--- config.mk ---
export PLATFORM = sky130hd
export DESIGN_NAME = param_binary_counter
export DESIGN_NICKNAME = d
export VERILOG_FILES = /design/src/rtl/param_binary_counter.sv
export SDC_FILE = /design/constraint.sdc
export NUM_CORES = 1
export LEC_CHECK = 0
export ABC_CLOCK_PERIOD_IN_PS = 1950
export CORE_UTILIZATION = 42
export CTS_BUF_LIST = sky130_fd_sc_hd__clkbuf_4 sky130_fd_sc_hd__clkbuf_8
export CTS_CLUSTER_DIAMETER = 30
export DETAILED_ROUTE_END_ITERATION = 10
export HOLD_SLACK_MARGIN = 0.05
export PLACE_DENSITY = 0.78
export SYNTH_ARGS = -nofsm -noshare
export SYNTH_HDL_FRONTEND = slang
export SYNTH_SLANG_ARGS = --single-unit
--- constraint.sdc ---
create_clock -name clk_i -period 1.95 [get_ports clk_i]
set_clock_uncertainty 0.2 [all_clocks]
set_input_delay 0.39 -clock clk_i [delete_from_list [all_inputs] [get_ports clk_i]]
set_output_delay 0.39 -clock clk_i [all_outputs]
set_load 0.02 [all_outputs]
--- src/rtl/param_binary_counter.sv ---
// Modulo-N up/down counter with LS161-style ENP/ENT/RCO cascading, synchronous clear,
// range-checked parallel load, and registered compare-match and wrap flags.
module param_binary_counter #(
  parameter int unsigned WIDTH     = 4,
  parameter int unsigned MODULUS   = 16,
  parameter int unsigned RESET_VAL = 0
) (
  input  logic             clk_i,
  input  logic             clr_i,
  input  logic             sclr_i,
  input  logic             load_n_i,
  input  logic [WIDTH-1:0] d_i,
  input  logic             enp_i,
  input  logic             ent_i,
  input  logic             up_i,
  input  logic [WIDTH-1:0] cmp_i,
  output logic [WIDTH-1:0] q_o,
  output logic             rco_o,
  output logic             match_o,
  output logic             wrap_o,
  output logic             ld_err_o
);

  localparam logic [WIDTH-1:0] MaxVal = WIDTH'(MODULUS - 1);
  localparam logic [WIDTH-1:0] RstVal = WIDTH'(RESET_VAL);
  // One extra bit so MODULUS == 2**WIDTH is representable in the range checks.
  localparam logic [WIDTH:0]   ModExt = (WIDTH + 1)'(MODULUS);

  logic [WIDTH-1:0] q_q, q_d;
  logic             match_q, match_d;
  logic             wrap_q, wrap_d;
  logic             ld_err_q, ld_err_d;

  logic             tc;
  logic             count_en;
  logic             d_valid;
  logic             cmp_valid;
  logic [WIDTH-1:0] q_inc;
  logic [WIDTH-1:0] q_dec;

  always_comb begin
    tc        = up_i ? (q_q == MaxVal) : (q_q == '0);
    count_en  = enp_i & ent_i;
    d_valid   = {1'b0, d_i} < ModExt;
    cmp_valid = {1'b0, cmp_i} < ModExt;
    q_inc     = (q_q == MaxVal) ? '0 : q_q + 1'b1;
    q_dec     = (q_q == '0) ? MaxVal : q_q - 1'b1;
  end

  always_comb begin
    q_d      = q_q;
    wrap_d   = 1'b0;
    ld_err_d = ld_err_q;
    if (sclr_i) begin
      q_d      = RstVal;
      ld_err_d = 1'b0;
    end else if (!load_n_i) begin
      if (d_valid) begin
        q_d = d_i;
      end else begin
        q_d      = MaxVal;
        ld_err_d = 1'b1;
      end
    end else if (count_en) begin
      q_d    = up_i ? q_inc : q_dec;
      wrap_d = tc;
    end
    // Compare against the next value so MATCH lines up with the Q it describes.
    match_d = cmp_valid & (q_d == cmp_i);
  end

  always_ff @(posedge clk_i or posedge clr_i) begin
    if (clr_i) begin
      q_q      <= RstVal;
      match_q  <= 1'b0;
      wrap_q   <= 1'b0;
      ld_err_q <= 1'b0;
    end else begin
      q_q      <= q_d;
      match_q  <= match_d;
      wrap_q   <= wrap_d;
      ld_err_q <= ld_err_d;
    end
  end

  assign q_o      = q_q;
  assign rco_o    = ent_i & tc;
  assign match_o  = match_q;
  assign wrap_o   = wrap_q;
  assign ld_err_o = ld_err_q;

endmodule

; ---- Yosys cells after proc, flatten, opt, wreduce, memory -nomap -nowiden
; Cells that the tools add are included.
[op_classes]
div = 0
bitwise = 2
shifts = 0
mul = 0
n_eq_ne = 2
reduce_logical = 1
addsub = 2
magnitude_cmp = 0
muxes = 10
[op_table]
columns = op, count
row1 = $mux 4, 6
row2 = $add 4x1->4 const B, 1
row3 = $eq 4x4->1, 1
row4 = $eq 4x4->1 const B, 1
row5 = $logic_not 4->1, 1
row6 = $mux 1, 4
row7 = $sub 4x1->4 const B, 1
row8 = $and 1x1->1, 2
[totals]
ff_bits = 6
mem_bits_ro = 0
latchBits = 0
mem_count = 0
word_cells = 20
ram_bits = 0

; ---- Logic depth before layout (Yosys ltp)
; Gate-level depths: netlist of the first run.
[depth]
depth_word = 7
mapped_depth = 7
mapped_depth_nobuf = 7

; ---- Worst setup path before layout of the first run
; No wires, ideal clock.
[synth_path]
path_kind = register to register
from = register q_q[0], in the netlist q_o[0]
to = register match_q, in the netlist match_o
period_less_slack_ns = 2.105
t_arrival_ns = 1.809
stages_incl_launch_ff = 8
slack_ns = -0.155
path_buffers = 0
setup_time_ns = 0.096
t_required_ns = 1.654
cell_sequence = dfrtp_1 -> inv_1 -> ha_1 -> nor4b_1 -> o211ai_1 -> nor3_1 -> a211o_1 -> nor4_2
[synth_via]
elab_chain_cells = 7
elab_cells_between_ends = 11
[synth_lines]
columns = element, line
row1 = from (decl), 29  ; logic [WIDTH-1:0] q_q, q_d;
row2 = from (signal assigned), 74  ; q_q <= RstVal;
row3 = from (signal assigned), 79  ; q_q <= q_d;
row4 = "$sub 4x1->4, or another cell as far along", 47  ; q_dec = (q_q == '0) ? MaxVal : q_q - 1'b1;
row5 = "$mux 4, on equally long branches", "47, 46"
row6 = $mux 4, 65  ; q_d = up_i ? q_inc : q_dec;
row7 = $mux 4 *, 64  ; end else if (count_en) begin
row8 = $mux 4 *, 57  ; end else if (!load_n_i) begin
row9 = $mux 4 *, 54  ; if (sclr_i) begin
row10 = $eq 4x4->1 *, 69  ; match_d = cmp_valid & (q_d == cmp_i);
row11 = net match_d, 30  ; logic match_q, match_d;
row12 = to (signal assigned), 80  ; match_q <= match_d;
row13 = to (decl), 30
; Mark *: on every way through the listed nets, which the timed path passes. The rest lies on a longest branch.

; ---- Worst setup path in the final report of the first run
[layout_path]
from = input enp_i
to = register match_q, in the netlist match_o
[layout_via]
elab_chain_cells = 5
[layout_lines]
columns = element, line
row1 = from (decl), 13  ; input logic enp_i,
row2 = $and 1x1->1, 43  ; count_en = enp_i & ent_i;
row3 = $mux 4, 64
row4 = $mux 4, 57
row5 = $mux 4, 54
row6 = $eq 4x4->1, 69
row7 = net match_d, 30
; The timed path passes the listed nets, and every way through them passes these cells.

==> impl_metrics.toml, run 1 <==
[logic_synthesis]
synth_warnings = 0
synth_most_common_cell = "nand2_1"
yosys-top-cells-count = "nand2_1, dfrtp_1, inv_1, nor2_1, nor2b_1"
ys_seq_area_frac = 0.224
synth_edf_count = 0
syn_area_um2 = 671
synth_seq_cells = 6
synth_cells = 83
ys_async_sr_fraction = 1.00
syn-num-nets = 100
synth_top_area_share = 0.224
ys_types = 47
synth_area_leader_cell = "dfrtp_1"
synth_area_leaders = "dfrtp_1, nand2_1, ha_1, nor2b_1, inv_1"
synth_ff_type = "dfrtp_1"
syn_avg_cell_area_um2 = 8.08

[power_and_ir_drop]
p_sw_frac = 0.382
p_switching_mw = 0.228
leakage_nw = 0.564
p_seq_frac = 0.237
comb_power_share = 0.539
finalPower_mw = 0.597
irDropWorstVdd_mv = 0.282
internal_power_mw = 0.369
clkPwrFrac = 0.224
p_per_area_mw_per_mm2 = 462

[critical_path]
reg2reg_from = "q_o[0]"
critPathCaptureType = "flop"
crit_chain = "clkdlybuf4s50_1, nand2_1, buf_4, o21ai_4, a2111o_1, o2111ai_2, nor4_2"
setup.worst_path.class = "input port to flop"
crit_path_max_incr_delay_ns = 0.56
arrival_ns = 2.16
rrSetupSlack_ns = -0.24
worstRegToRegCells = 8
critical_path_required_ns = 1.91
r2r-end = "match_o"
cp_max_fo = 6
worst_path_max_delay_cell = "clkdlybuf4s50_1"
start_kind = "input port"

[timing]
rsz0062_at_grt = "true"
fmax_ghz = 0.453
final-max-slew-violation-count = 0
finalCritPeriodShare = 1.13
finalHoldViolations = 0
finalSetupViolations = 4
final.min_clock_period_ns = 2.21
fin_ws_ns = -0.256

[clocking]
cts_root_buf = "clkbuf_4"
cts_buffer_depth = 2
clock-sinks = 6
clkTransAtPathRegs_ns = 0.06
insertion_delay_ns = 0.27
h-tree-depth = 1
cts_tree = "yes"
cts-buffers-inserted = 3

[die]
rows = 14
dieWidth_um = 42.0
chipHeight_um = 42.0
core_mm2 = 0.00151
ios = 23
die-area_mm2 = 0.00176
initial_utilization = 0.445

[grt]
grt_use_total = 0.360
grt_overflow_total = 0
grt_max_degree = 14
grt_pass1_vias = 942
grt_pass1_wl_um = 4690
antenna_found_initial = 0

[detailed_routing]
drc = 0
wl_per_cell_um = 21.2
first_iter_violations = 49
routed_wl_um = 3230
drtPass1Iterations = 4
via_per_inst = 6.66
route.antenna.remaining_nets = 0
vias = 1013

[placement]
port_buffers = 21
finalWeightedCongestion = 0.917
dp_hpwl_um = 1760

[job]
maxCapViolations = 0

[hold_path]
hp-class = "input port to async pin"

[layout]
fin_util = 0.859
fin_nets = 155
drive_above_1_share = 0.449
synthToLayoutAreaGrowth_pct = 92.9
diodes = 0

[status]
violations = "setup timing"
status = "finished, violations left"
==> flip-flops by register name, indices dropped and copies added (netlist names) <==
signal and cells:
match_o 1, q_o 4, wrap_o 1
==> repair_timing <==
action / in CTS / in global routing
setup buffers: 5 / 3
endpoints found under the setup margin: 5 / 4
pin swaps: 8 / 9
hold buffers: 0 / 0
resized for setup: 24 / 13
==> cell usage in the layout (no fill, tap or decap), types with 3 or more instances in the layout <==
| cell | netlist | routed |
|---|---|---|
| nor3_1 | 3 | 3 |
| dfrtp_1 | 6 | 4 |
| clkdlybuf4s50_1 | 0 | 15 |
| clkbuf_4 | 0 | 3 |
| nor2_1 | 6 | 5 |
| a31oi_1 | 3 | 3 |
| nand2_1 | 7 | 6 |
| buf_4 | 2 | 28 |
| inv_1 | 6 | 4 |
| nand4_1 | 3 | 3 |
| buf_6 | 1 | 7 |
| dlygate4sd2_1 | 0 | 5 |
==> critical path, delay by kind of cell <==
| family | cells | cell delay (ns) |
|---|---|---|
| buffers and inverters | 2 | 0.76 |
| AND/OR/NAND/NOR | 2 | 0.46 |
| AO/OA/AOI/OAI | 3 | 0.55 |
==> metal layers <==
layer  track usage  up-vias  wire length (um)
li1              -      432                 -
met5             0        -                 0
met2         0.619       71              1460
met1         0.436      491              1320
met4         0.148        0               139
met3        0.0652       19               304
==> stage by stage <==
stage	TNS (ns)	instance area, um2	hold WS [ns]	std cells	setup WS (ns)
6_report	-0.500	1290	0.148	152	-0.256
5_1_grt	-0.658	1290	0.172	152	-0.306
4_1_cts	-0.328	1210	0.165	150	-0.135
3_5_place_dp	-2.20	1090	0.429	142	-0.799
3_3_place_gp	-1.54	1090	0.411	142	-0.670
2_1_floorplan	-0.0131	694	-0.0192	83	-0.0131
==> cell families after synthesis <==
logic type | after synthesis | share of synthesized area
AND/OR/NAND/NOR | 35 | 0.302
buffers and inverters | 11 | 0.0858
AO/OA/AOI/OAI | 26 | 0.317
other | 1 | 0.00559
XOR/XNOR | 1 | 0.0131
multiplexers | 1 | 0.0149
adder cells (fa/ha/maj) | 2 | 0.0373
flip-flops | 6 | 0.224
==> power groups by stage <==
stage          clock (mW)  sequential, mW  combinational, mW
2_1_floorplan           0           0.154              0.107
3_3_place_gp            0           0.140              0.238
3_5_place_dp            0           0.141              0.244
4_1_cts             0.118           0.141              0.272
5_1_grt             0.136           0.142              0.337
6_report            0.134           0.142              0.322
==> layout make-up <==
| class | count | area (um2) |
|---|---|---|
| sequential | 6 | 153 |
| multi-input combinational | 66 | 593 |
| fill | 80 | 213 |
| tap | 16 | 20.0 |
| inverter | 6 | 22.5 |
| clock buffer | 3 | 22.5 |
| timing repair buffer | 55 | 483 |
==> how the worst max path moves through the flow <==
stage / start / end / depth (start not counted)
floorplan: q_o[0] / match_o / 7
global placement: up_i / rco_o / 5
detailed placement: up_i / rco_o / 5
CTS: q_o[1] / match_o / 8
global route: enp_i / match_o / 7
finish: enp_i / match_o / 7
(Power assumes the default switching activity.)
==> inputs of run 2 (changes only) <==
--- a/config.mk
+++ b/config.mk
@@ -11,7 +11,7 @@
 export CTS_CLUSTER_DIAMETER = 30
 export DETAILED_ROUTE_END_ITERATION = 10
 export HOLD_SLACK_MARGIN = 0.05
-export PLACE_DENSITY = 0.78
+export PLACE_DENSITY = 0.82
 export SYNTH_ARGS = -nofsm -noshare
 export SYNTH_HDL_FRONTEND = slang
 export SYNTH_SLANG_ARGS = --single-unit
==> impl_metrics.toml, run 2 (synthesis gave the netlist of run 1 again) <==
[grt]
top_usage_layer = "met2"
grt_pass1_vias = 935
met3_usage = 0.0391
grt_max_degree = 14
grt_overflow_total = 0
grt_pass1_wl_um = 4390
grtUsageMet1 = 0.405
gr-usage-met2 = 0.559
antenna_found_initial = 0
grt_use_total = 0.335

[hold_path]
hp-class = "input port to async pin"

[placement]
dp_slack_ns = -0.726
port_buffers = 21
dpl_cell_area_mm2 = 0.00109
dp.cells = 142
dp_hpwl_um = 1770
finalWeightedCongestion = 0.903

[power_and_ir_drop]
irDropWorstVdd_mv = 0.235
leakage_nw = 0.586
finalPower_mw = 0.564
p_per_area_mw_per_mm2 = 444

[detailed_routing]
drc = 0
vias = 975
first_iter_violations = 58
routed_wl_um = 3150
via_per_inst = 6.41
drtPass1Iterations = 4
wl_per_cell_um = 20.7
route.antenna.remaining_nets = 0

[die]
die-area_mm2 = 0.00176
dieWidth_um = 42.0
initial_utilization = 0.445
rows = 14
chipHeight_um = 42.0
core_mm2 = 0.00151
ios = 23

[clocking]
clkTransAtPathRegs_ns = 0.05
clock-sinks = 6
h-tree-depth = 1
holdBufCountCts = 0
cts_root_buf = "clkbuf_4"
cts_tree = "yes"
insertion_delay_ns = 0.24
cts_buffer_depth = 2
cts-buffers-inserted = 3

[timing]
finalHoldViolations = 0
final.min_clock_period_ns = 2.16
whs_ns = 0.233
finalCritPeriodShare = 1.11
fin_ws_ns = -0.210
rsz0062_at_grt = "true"
final-max-slew-violation-count = 0
finalSetupViolations = 4
fmax_ghz = 0.463

[critical_path]
arrival_ns = 2.08
crit_path_max_incr_delay_ns = 0.41
setup.worst_path.class = "input port to flop"
start_kind = "input port"
worst_path_max_delay_cell = "a2111o_1"
critical_path_required_ns = 1.87
critPathCaptureType = "flop"
cp_max_fo = 4
crit_chain = "dlygate4sd2_1, buf_4, mux2i_4, or3_4, a2111o_1, o2111ai_2, nor4_2"

[layout]
seqCellArea_um2 = 153
synthToLayoutAreaGrowth_pct = 89.4
diodes = 0
instances_no_fill = 152
fillers = 72
design_area_mm2 = 0.00127
multi_input_area_um2 = 563
drive_above_1_share = 0.434
largest_register_ffs = 4
layout.cells.most_common_list = "buf_4, clkdlybuf4s50_1, nand2_1, nor2_1, buf_6"
final_common_cell = "buf_4"
fin_nets = 155

[job]
maxCapViolations = 0

[status]
violations = "setup timing"
status = "finished, violations left"
[run 2: where the power goes]
group / switching (mW) / leakage, nW / internal (mW)
clock: 0.0441 / 0.0138 / 0.0696
sequential: 0.00813 / 0.0766 / 0.133
combinational: 0.149 / 0.496 / 0.160
[run 2: layout make-up]
cell class	count	share of cell area
Clock buffer	3	0.0177
Inverter	6	0.0177
Multi-Input combinational cell	66	0.443
Sequential cell	6	0.120
Tap cell	16	0.0158
Timing Repair Buffer	55	0.385
[run 2: critical path, delay by kind of cell]
family	cells	cell delay, ns
AOI/OAI and AO/OA	2	0.51
buffers and inverters	2	0.51
muxes	1	0.19
and+or+nand+nor	2	0.47
[run 2: path summary, 6_finish.rpt]
check / startpoint / end / slack [ns] / cells past startpoint
worst min-delay path: clr_i / q_o[3] / 0.23 / 2
worst max register to register: q_o[0] / match_o / -0.20 / 8
max in group asynchronous: clr_i / q_o[0] / 1.10 / 2
worst min register to register: q_o[3] / q_o[3] / 0.63 / 3
min in group clk_i: ent_i / wrap_o / 0.49 / 4
worst max-delay path: up_i / match_o / -0.21 / 7
[run 2: timing repair]
item                                    in CTS  in global routing
buffers inserted                             4                  3
gates resized for setup                     20                 12
pin swaps                                    7                  7
endpoints found under the setup margin       5                  6
[run 2: routing by layer]
metal / share of wire / wire [um] / vias to the layer above
met1: 0.37 / 1160 / 452
met3: 0.098 / 309 / 14
li1: - / - / 426
met4: 0.032 / 102 / 0
met5: 0 / 0 / -
met2: 0.50 / 1580 / 83
[run 2: metrics by stage]
step	utilization	TNS, ns
CTS	0.794	-0.304
global placement	0.725	-1.58
finish	0.843	-0.470
global route	0.843	-0.589
detailed placement	0.725	-2.00
floorplan	-	-0.0131
==> inputs of run 3 (changes only) <==
--- a/config.mk
+++ b/config.mk
@@ -10,6 +10,7 @@
 export CTS_BUF_LIST = sky130_fd_sc_hd__clkbuf_4 sky130_fd_sc_hd__clkbuf_8
 export CTS_CLUSTER_DIAMETER = 30
 export DETAILED_ROUTE_END_ITERATION = 10
+export GPL_TIMING_DRIVEN = 1
 export HOLD_SLACK_MARGIN = 0.05
 export PLACE_DENSITY = 0.82
 export SYNTH_ARGS = -nofsm -noshare
==> results of run 3 <==
Same layout as run 2: the final DEF is identical, and so are final timing and power.
